$ cat src/rtl/modulus_lut_pkg.sv
// rtl/modulus_lut_pkg.sv - shared constants and loader state type for the modulus LUT loader
package modulus_lut_pkg;

  localparam int NONUPLE_BITS = 9;
  localparam int NUM_NONUPLES = 4;

  typedef enum logic [1:0] {
    IDLE = 2'd0,
    LOAD = 2'd1,
    DONE = 2'd2
  } loader_state_e;

endpackage

$ cat src/rtl/modulus_lut_beat_packer.sv
// rtl/modulus_lut_beat_packer.sv - shifts DATA_W beats into one little-endian MODULUS_WIDTH entry
module modulus_lut_beat_packer
  import modulus_lut_pkg::*;
#(
  parameter int MODULUS_WIDTH = 1024,
  parameter int DATA_W        = 64
) (
  input  logic                     clk_phase,
  input  logic                     rst_n,
  input  logic                     clear,
  input  logic                     accept,
  input  logic [DATA_W-1:0]        beat,
  output logic                     entry_complete,
  output logic [MODULUS_WIDTH-1:0] entry_word
);

  localparam int BEATS  = MODULUS_WIDTH / DATA_W;
  localparam int BEAT_W = (BEATS > 1) ? $clog2(BEATS) : 1;

  logic [BEAT_W-1:0]               beat_cnt_q, beat_cnt_d;
  logic [MODULUS_WIDTH-DATA_W-1:0] shreg_q, shreg_d;

  // New beats enter at the top, so the first beat of an entry drifts down to the low slice.
  assign entry_word     = {beat, shreg_q};
  assign entry_complete = accept && (beat_cnt_q == BEAT_W'(BEATS - 1));

  always_comb begin
    beat_cnt_d = beat_cnt_q;
    shreg_d    = shreg_q;
    if (clear) begin
      beat_cnt_d = '0;
      shreg_d    = '0;
    end else if (accept) begin
      shreg_d    = entry_word[MODULUS_WIDTH-1:DATA_W];
      beat_cnt_d = entry_complete ? '0 : beat_cnt_q + 1'b1;
    end
  end

  always_ff @(posedge clk_phase or negedge rst_n) begin
    if (!rst_n) begin
      beat_cnt_q <= '0;
      shreg_q    <= '0;
    end else begin
      beat_cnt_q <= beat_cnt_d;
      shreg_q    <= shreg_d;
    end
  end

endmodule

$ cat src/rtl/modulus_lut_loader.sv
// rtl/modulus_lut_loader.sv - streams beats into NUM_TABLES x TABLE_DEPTH modulus entries
// Optional MODULUS_LUT_LOADER_CHECKSUM_EN adds an XOR checksum of accepted beats.
module modulus_lut_loader
  import modulus_lut_pkg::*;
#(
  parameter int MODULUS_WIDTH = 1024,
  parameter int DATA_W        = 64,
  parameter int NUM_TABLES    = 4,
  parameter int TABLE_DEPTH   = 512,
  localparam int ADDR_W       = (TABLE_DEPTH > 1) ? $clog2(TABLE_DEPTH) : 1
) (
  input  logic                     clk_phase,
  input  logic                     rst_n,
  input  logic                     start,
  input  logic                     s_valid,
  input  logic [DATA_W-1:0]        s_data,
  output logic                     s_ready,
  output logic [NUM_TABLES-1:0]    wr_en,
  output logic [ADDR_W-1:0]        wr_addr,
  output logic [MODULUS_WIDTH-1:0] wr_data,
  output logic                     busy,
  output logic                     done
`ifdef MODULUS_LUT_LOADER_CHECKSUM_EN
  ,
  output logic [DATA_W-1:0]        checksum
`endif
);

  localparam int TBL_W = (NUM_TABLES > 1) ? $clog2(NUM_TABLES) : 1;

  loader_state_e              state_q, state_d;
  logic [ADDR_W-1:0]          entry_q, entry_d;
  logic [TBL_W-1:0]           table_q, table_d;
  logic [NUM_TABLES-1:0]      wr_en_q, wr_en_d;
  logic [ADDR_W-1:0]          wr_addr_q, wr_addr_d;
  logic [MODULUS_WIDTH-1:0]   wr_data_q, wr_data_d;
  logic                       done_q, done_d;
  logic                       accept, start_load, entry_complete, last_entry;
  logic [MODULUS_WIDTH-1:0]   entry_word;

  assign start_load = start && (state_q != LOAD);
  assign accept     = s_valid && (state_q == LOAD);
  assign last_entry = (entry_q == ADDR_W'(TABLE_DEPTH - 1)) && (table_q == TBL_W'(NUM_TABLES - 1));

  modulus_lut_beat_packer #(
    .MODULUS_WIDTH (MODULUS_WIDTH),
    .DATA_W        (DATA_W)
  ) u_packer (
    .clk_phase      (clk_phase),
    .rst_n          (rst_n),
    .clear          (start_load),
    .accept         (accept),
    .beat           (s_data),
    .entry_complete (entry_complete),
    .entry_word     (entry_word)
  );

  always_comb begin
    state_d   = state_q;
    entry_d   = entry_q;
    table_d   = table_q;
    done_d    = done_q;
    wr_en_d   = '0;
    wr_addr_d = wr_addr_q;
    wr_data_d = wr_data_q;
    unique case (state_q)
      IDLE, DONE: begin
        if (start) begin
          state_d = LOAD;
          entry_d = '0;
          table_d = '0;
          done_d  = 1'b0;
        end else if (state_q == DONE) begin
          // done trails the final write strobe by one cycle
          done_d = 1'b1;
        end
      end
      LOAD: begin
        if (entry_complete) begin
          wr_en_d   = NUM_TABLES'(1) << table_q;
          wr_addr_d = entry_q;
          wr_data_d = entry_word;
          if (entry_q == ADDR_W'(TABLE_DEPTH - 1)) begin
            entry_d = '0;
            table_d = (table_q == TBL_W'(NUM_TABLES - 1)) ? '0 : table_q + 1'b1;
          end else begin
            entry_d = entry_q + 1'b1;
          end
          if (last_entry) state_d = DONE;
        end
      end
      default: state_d = IDLE;
    endcase
  end

  always_ff @(posedge clk_phase or negedge rst_n) begin
    if (!rst_n) begin
      state_q   <= IDLE;
      entry_q   <= '0;
      table_q   <= '0;
      wr_en_q   <= '0;
      wr_addr_q <= '0;
      wr_data_q <= '0;
      done_q    <= 1'b0;
    end else begin
      state_q   <= state_d;
      entry_q   <= entry_d;
      table_q   <= table_d;
      wr_en_q   <= wr_en_d;
      wr_addr_q <= wr_addr_d;
      wr_data_q <= wr_data_d;
      done_q    <= done_d;
    end
  end

  assign s_ready = (state_q == LOAD);
  assign busy    = (state_q == LOAD);
  assign wr_en   = wr_en_q;
  assign wr_addr = wr_addr_q;
  assign wr_data = wr_data_q;
  assign done    = done_q;

`ifdef MODULUS_LUT_LOADER_CHECKSUM_EN
  logic [DATA_W-1:0] checksum_q;

  always_ff @(posedge clk_phase or negedge rst_n) begin
    if (!rst_n) begin
      checksum_q <= '0;
    end else if (start_load) begin
      checksum_q <= '0;
    end else if (accept) begin
      checksum_q <= checksum_q ^ s_data;
    end
  end

  assign checksum = checksum_q;
`endif

endmodule
$ cat config.mk
export PLATFORM = sky130hd
export DESIGN_NAME = modulus_lut_loader
export DESIGN_NICKNAME = d
export VERILOG_FILES = /design/src/rtl/modulus_lut_pkg.sv /design/src/rtl/modulus_lut_beat_packer.sv /design/src/rtl/modulus_lut_loader.sv
export SDC_FILE = /design/constraint.sdc
export NUM_CORES = 2
export LEC_CHECK = 0
export BUFFER_PORTS_ARGS = -buffer_cell sky130_fd_sc_hd__buf_2
export CAP_MARGIN = 20
export CORE_ASPECT_RATIO = 2
export CORE_MARGIN = 5
export CORE_UTILIZATION = 25
export CTS_BUF_LIST = sky130_fd_sc_hd__clkbuf_4 sky130_fd_sc_hd__clkbuf_8 sky130_fd_sc_hd__clkbuf_16
export CTS_CLUSTER_SIZE = 8
export DETAILED_ROUTE_END_ITERATION = 7
export GPL_TIMING_DRIVEN = 0
export PLACE_DENSITY = 0.44
export SYNTH_ARGS = -nofsm -noshare
export SYNTH_HDL_FRONTEND = slang
export SYNTH_SLANG_ARGS = --single-unit
export TNS_END_PERCENT = 5
$ cat constraint.sdc
create_clock -name clk_phase -period 3.6 [get_ports clk_phase]
set_clock_uncertainty 0.1 [all_clocks]
set_input_delay 0.54 -clock clk_phase [delete_from_list [all_inputs] [get_ports clk_phase]]
set_output_delay 0.54 -clock clk_phase [all_outputs]
set_load 0.02 [all_outputs]
---- After elaboration in Yosys (flattened, before gate mapping) ----
Cells that the tools add are included.
word-level totals
  output and inout bits ................... 1040
  bits of input ports ..................... 68
  register bits ........................... 2015
cells by class
  shift-type cells ........................ 1
  eq/ne operators ......................... 10
  multiplexer cells ....................... 22
  $add $sub $neg .......................... 3
  reduce and logical (&&, ||, !) cells .... 14
operators with widths
  operator               number
  $mux W960              2
  $mux W9                3
  $mux W4                5
  $pmux W9 S2            1
  $mux W2                7
  $add A9 B1 Y9 const B  1
  $eq A9 B9 Y1 const B   1
  $ne A2 B1 Y1 const B   4
  $pmux W2 S2            2
  $reduce_and A3 Y1      2
  $reduce_bool A2 Y1     3
  $add A4 B1 Y4 const B  1
  $eq A2 B2 Y1 const B   2
  $eq A4 B4 Y1 const B   1
  $logic_and A1 B1 Y1    4
  $reduce_and A2 Y1      2
  $reduce_and A4 Y1      1
  $shl A1 B2 Y4 const A  1
  $add A2 B1 Y2 const B  1
  $eq A2 B1 Y1 const B   1
  $logic_not A2 Y1       1
  $mux W1                2
  $ne A2 B2 Y1 const B   1
  $reduce_or A2 Y1       1

---- Depth between registers and ports, before layout ----
  depth after elaboration ................. 6
  gate-level depth with buffers ........... 9
  depth with buffers taken out ............ 7

---- Modules after synthesis ----
A second synthesis with hierarchy kept.
unflattened totals
  cell total of the unflattened synthesis .. 5455
  area, all modules ....................... 79496.2 um^2
modules (own cells, without submodules)
  module                   instances  area each (um^2)  cells each
  modulus_lut_loader       1          39912.0           2274
  modulus_lut_beat_packer  1          39584.2           3181

---- Least setup slack after synthesis ----
Ideal clock, no wire load.
  path kind ............................... register to register
  start point ............................. register entry_q[4]
  end point ............................... register entry_q[5]
  buffers on the path ..................... 0
  arrival ................................. 1768 ps
  path slack .............................. 1637 ps
  stages on the path, launching flop included .. 8
  path through ............................ dfrtp_1 -> and4_1 -> and4_1 -> ha_1 -> nor3b_1 -> and3_1 -> nand2_1 -> o31ai_1
between the ends
  longest elaborated chain between the ends .. 4
  elaborated cells on any way between the ends .. 5
RTL lines
  item                                           line                                                source
  from (decl)                                    modulus_lut_loader.sv:32                            logic [ADDR_W-1:0] entry_q, entry_d;
  from (signal assigned)                         modulus_lut_loader.sv:107                           entry_q <= entry_d;
  $add A9 B1 Y9 or $eq A9 B9 Y1 (tied branches)  modulus_lut_loader.sv:87, modulus_lut_loader.sv:83
  $mux W9 *                                      modulus_lut_loader.sv:83                            if (entry_q == ADDR_W'(TABLE_DEPTH - 1)) begin
  $mux W9 *                                      modulus_lut_loader.sv:79                            if (entry_complete) begin
  $pmux W9 S2 *                                  modulus_lut_loader.sv:66                            unique case (state_q)
Every way passes the cells marked *; elsewhere a longest branch is shown, timed or not. The select of a mux whose other input is x is not followed.
A chain may end at the register's enable or synchronous reset.

---- Worst setup path in the final report ----
  start point ............................. register state_q[0]
  end point ............................... register u_packer.shreg_q[768]
between the ends
  longest elaborated chain between the ends .. 3
  elaborated cells on any way between the ends .. 6
RTL lines
  item                                             line                                                source
  from (decl)                                      modulus_lut_loader.sv:31                            loader_state_e state_q, state_d;
  from (signal assigned)                           modulus_lut_loader.sv:106                           state_q <= state_d;
  $ne A2 B1 Y1 or $eq A2 B1 Y1 (tied branches)     modulus_lut_loader.sv:41, modulus_lut_loader.sv:42
  $logic_and A1 B1 Y1 (on tied branches)           modulus_lut_loader.sv:41, modulus_lut_loader.sv:42
  $mux W960 or $reduce_bool A2 Y1 (tied branches)  -
  to (signal assigned)                             modulus_lut_beat_packer.sv:45                       shreg_q <= shreg_d;
  to (decl)                                        modulus_lut_beat_packer.sv:21                       logic [MODULUS_WIDTH-DATA_W-1:0] shreg_q, shreg_d;
Parallel ways exist; a longest one is shown, timed or not.

==> flow_metrics.env <==
export IMPL_num_io_pins=1108
export IMPL_dp_hpwl_mm=260
export IMPL_nFillCells=30300
export IMPL_hold_class="in -> async"
export IMPL_yosysMostFrequentCell="nand2_1"
export IMPL_max_clock_freq_mhz=296
export IMPL_portBuffers=1107
export IMPL_syn_area_um2=73400
export IMPL_grt_pass1_vias=58800
export IMPL_slew_headroom_pct=23.3
export IMPL_gp_congestion=0.908
export IMPL_drc=0
export IMPL_max_cap_viol_count=0
export IMPL_yosysUniqueCellTypes=33
export IMPL_yosysSeqAreaShare_pct=68.7
export IMPL_drtIter0Drc=2926
export IMPL_path_max_fanout=11
export IMPL_syn_nets=6817
export IMPL_postCtsSetupBuffers=0
export IMPL_wire_per_inst_um=26.8
export IMPL_antenna_found_initial=11
export IMPL_leakagePower_uw=0.0517
export IMPL_power_density_nw_per_um2=682
export IMPL_synthArstFlopShare_pct=100
export IMPL_numCtsBuffers=294
export IMPL_rsz0062_at_grt="false"
export IMPL_slew_viol_final=0
export IMPL_die_y_um=776
export IMPL_viasPerCell=4.52
export IMPL_grt_max_degree=171
export IMPL_finalNetCount=8318
export IMPL_tightest_slew_ps=1150
export IMPL_vdd_drop_max_v=0.000425
export IMPL_core_um2=293000
export IMPL_netlist_area_leader_share_pct=68.7
export IMPL_synth_edf_count=0
export IMPL_ys_flop_type="dfrtp_1"
export IMPL_grtUsageTotal_pct=20.8
export IMPL_ant_nets=0
export IMPL_die_x_um=393
export IMPL_dieArea_um2=305000
export IMPL_synth_warnings=0
export IMPL_grt_pass1_wl_mm=453
export IMPL_startpoint_type="flop"
export IMPL_multiInputGateArea_um2=20800
export IMPL_crit_start="state_q[0]"
export IMPL_post_route_period_util_pct=93.9
export IMPL_p_total_uw=63400
export IMPL_path_clk_slew_ps=60
export IMPL_seqCellArea_um2=50400
export IMPL_critical_path_arrival_ps=4050
export IMPL_tns_ps=0
export IMPL_required_ps=4270
export IMPL_synth_seq_cells=2015
export IMPL_start_util_pct=25.1
export IMPL_syn_to_final_growth_pct=26.6
export IMPL_critPathKind="reg -> reg"
export IMPL_fin_crit_ps=3380
export IMPL_root_buffer="clkbuf_16"
export IMPL_vias=54600
export IMPL_drtPass1Iterations=5
export IMPL_cts_tree="yes"
export IMPL_globalRouteOverflowTotal=0
export IMPL_drt_total_wl_mm=324
export IMPL_yosys_area_top_type="dfrtp_1"
export IMPL_finalSetupViolCount=0
export IMPL_drive_above_1_share_pct=21.5
export IMPL_syn_area_per_cell_um2=10.9
export IMPL_clk_path_buf_depth=4
export IMPL_rr_startpoint="state_q[0]"
export IMPL_outcome="completed"
export IMPL_worst_setup_path_end_kind="flop"
export IMPL_yosys_top_cells_area="dfrtp_1 (69%), nand2_1 (17%), a22o_1 (11%)"
export IMPL_clk_latency_ps=840
export IMPL_hold_violations=0
export IMPL_pre_cts_ws_ps=-1090
export IMPL_netlist_instances=6742
export IMPL_htreeDepth=5
export IMPL_timing_final_ws_setup_ps=219
export IMPL_synth_common_cells="nand2_1 (3239), dfrtp_1 (2015), a22o_1 (898), buf_2 (278), clkbuf_1 (129)"
export IMPL_rows=281
export IMPL_clock_sinks=2015
-- power by group --
part / internal (uW) / switching [uW] / leakage [uW]
clock network: 14700 / 10200 / 0.00383
registers: 26200 / 3630 / 0.0275
logic: 3250 / 5510 / 0.0203
-- metal layers --
layer	GRT usage [%]	share of wire (%)
met1	22.1	35
met2	36.9	50
met3	7.59	9.6
met4	8.81	4.9
met5	0	0
-- path summary, 6_finish.rpt --
path / end / slack, ps / cells after the start
min in group clk_phase: wr_data[1006] / 350 / 4
worst max-delay path: u_packer.shreg_q[768] / 220 / 7
worst min-delay path: entry_q[7] / 350 / 3
max in group asynchronous: wr_data[151] / 430 / 6
worst min register to register: wr_data[276] / 360 / 2
worst max register to register: u_packer.shreg_q[768] / 220 / 7
-- through the flow --
step,util (%),instance area [um^2],hold WS (ps),instances
after floorplan,-,73400,144,6742
after global placement,28.6,83800,355,11700
after detailed placement,28.8,84300,356,11700
after CTS,31.7,92900,249,12100
after global routing,31.8,93000,304,12100
final,31.8,93000,347,12100
-- worst max-delay path, stage by stage, from the launching register on --
cell and delay, ps:
dfrtp_1 420, and3b_1 210, buf_2 280, nor2_2 650
buf_4 480, buf_2 570, buf_4 330, a22o_1 160
-- logic make-up after synthesis --
group	after synthesis	synth area share, %
simple gates	3274	16.8
flops	2015	68.7
compound gates	987	11.4
buf+inv	458	3.00
fa+ha+maj	7	0.119
xor+xnor	1	0.0119
-- layout by cell type (no fill, tap or decap), types with 3 or more instances in the layout --
| cell type | instances |
|---|---|
| a21oi_1 | 67 |
| a22o_1 | 898 |
| and3_1 | 8 |
| buf_1 | 11 |
| buf_16 | 17 |
| buf_2 | 1382 |
| buf_4 | 38 |
| buf_8 | 10 |
| clkbuf_1 | 127 |
| clkbuf_16 | 301 |
| clkbuf_4 | 4 |
| clkinv_16 | 3 |
| clkinv_8 | 8 |
| dfrtp_1 | 2015 |
| diode_2 | 5 |
| dlygate4sd3_1 | 68 |
| ha_1 | 7 |
| inv_1 | 4 |
| inv_6 | 4 |
| nand2_1 | 3239 |
| nand2b_1 | 3 |
| nand3_1 | 7 |
| nor2_1 | 5 |
| o211ai_1 | 4 |
| o21ai_0 | 10 |
-- cell type report --
type                       instances  area share (%)
multi-input combinational       4269            22.4
buffer                           454            2.36
antenna                            5          0.0135
clock buffer                     303            8.07
tap                             3820            5.14
inverter                           4          0.0162
sequential                      2015            54.2
timing repair buffer            1205            7.45
clock inverter                    18           0.323
-- state kept, by name (all words and copies together) (netlist names) --
register	cells
done	1
entry_q	9
state_q	2
table_q	2
u_packer.beat_cnt_q	4
u_packer.shreg_q	960
wr_addr	9
wr_data	1024
wr_en	4
-- repair_timing --
item	4_1_cts	5_1_grt
hold endpoints to repair	230	0
gates cloned	0	3
endpoints found under the setup margin	274	319
gates resized for setup	3	0
hold buffers	71	0
Power figures use the tool's default switching activity.
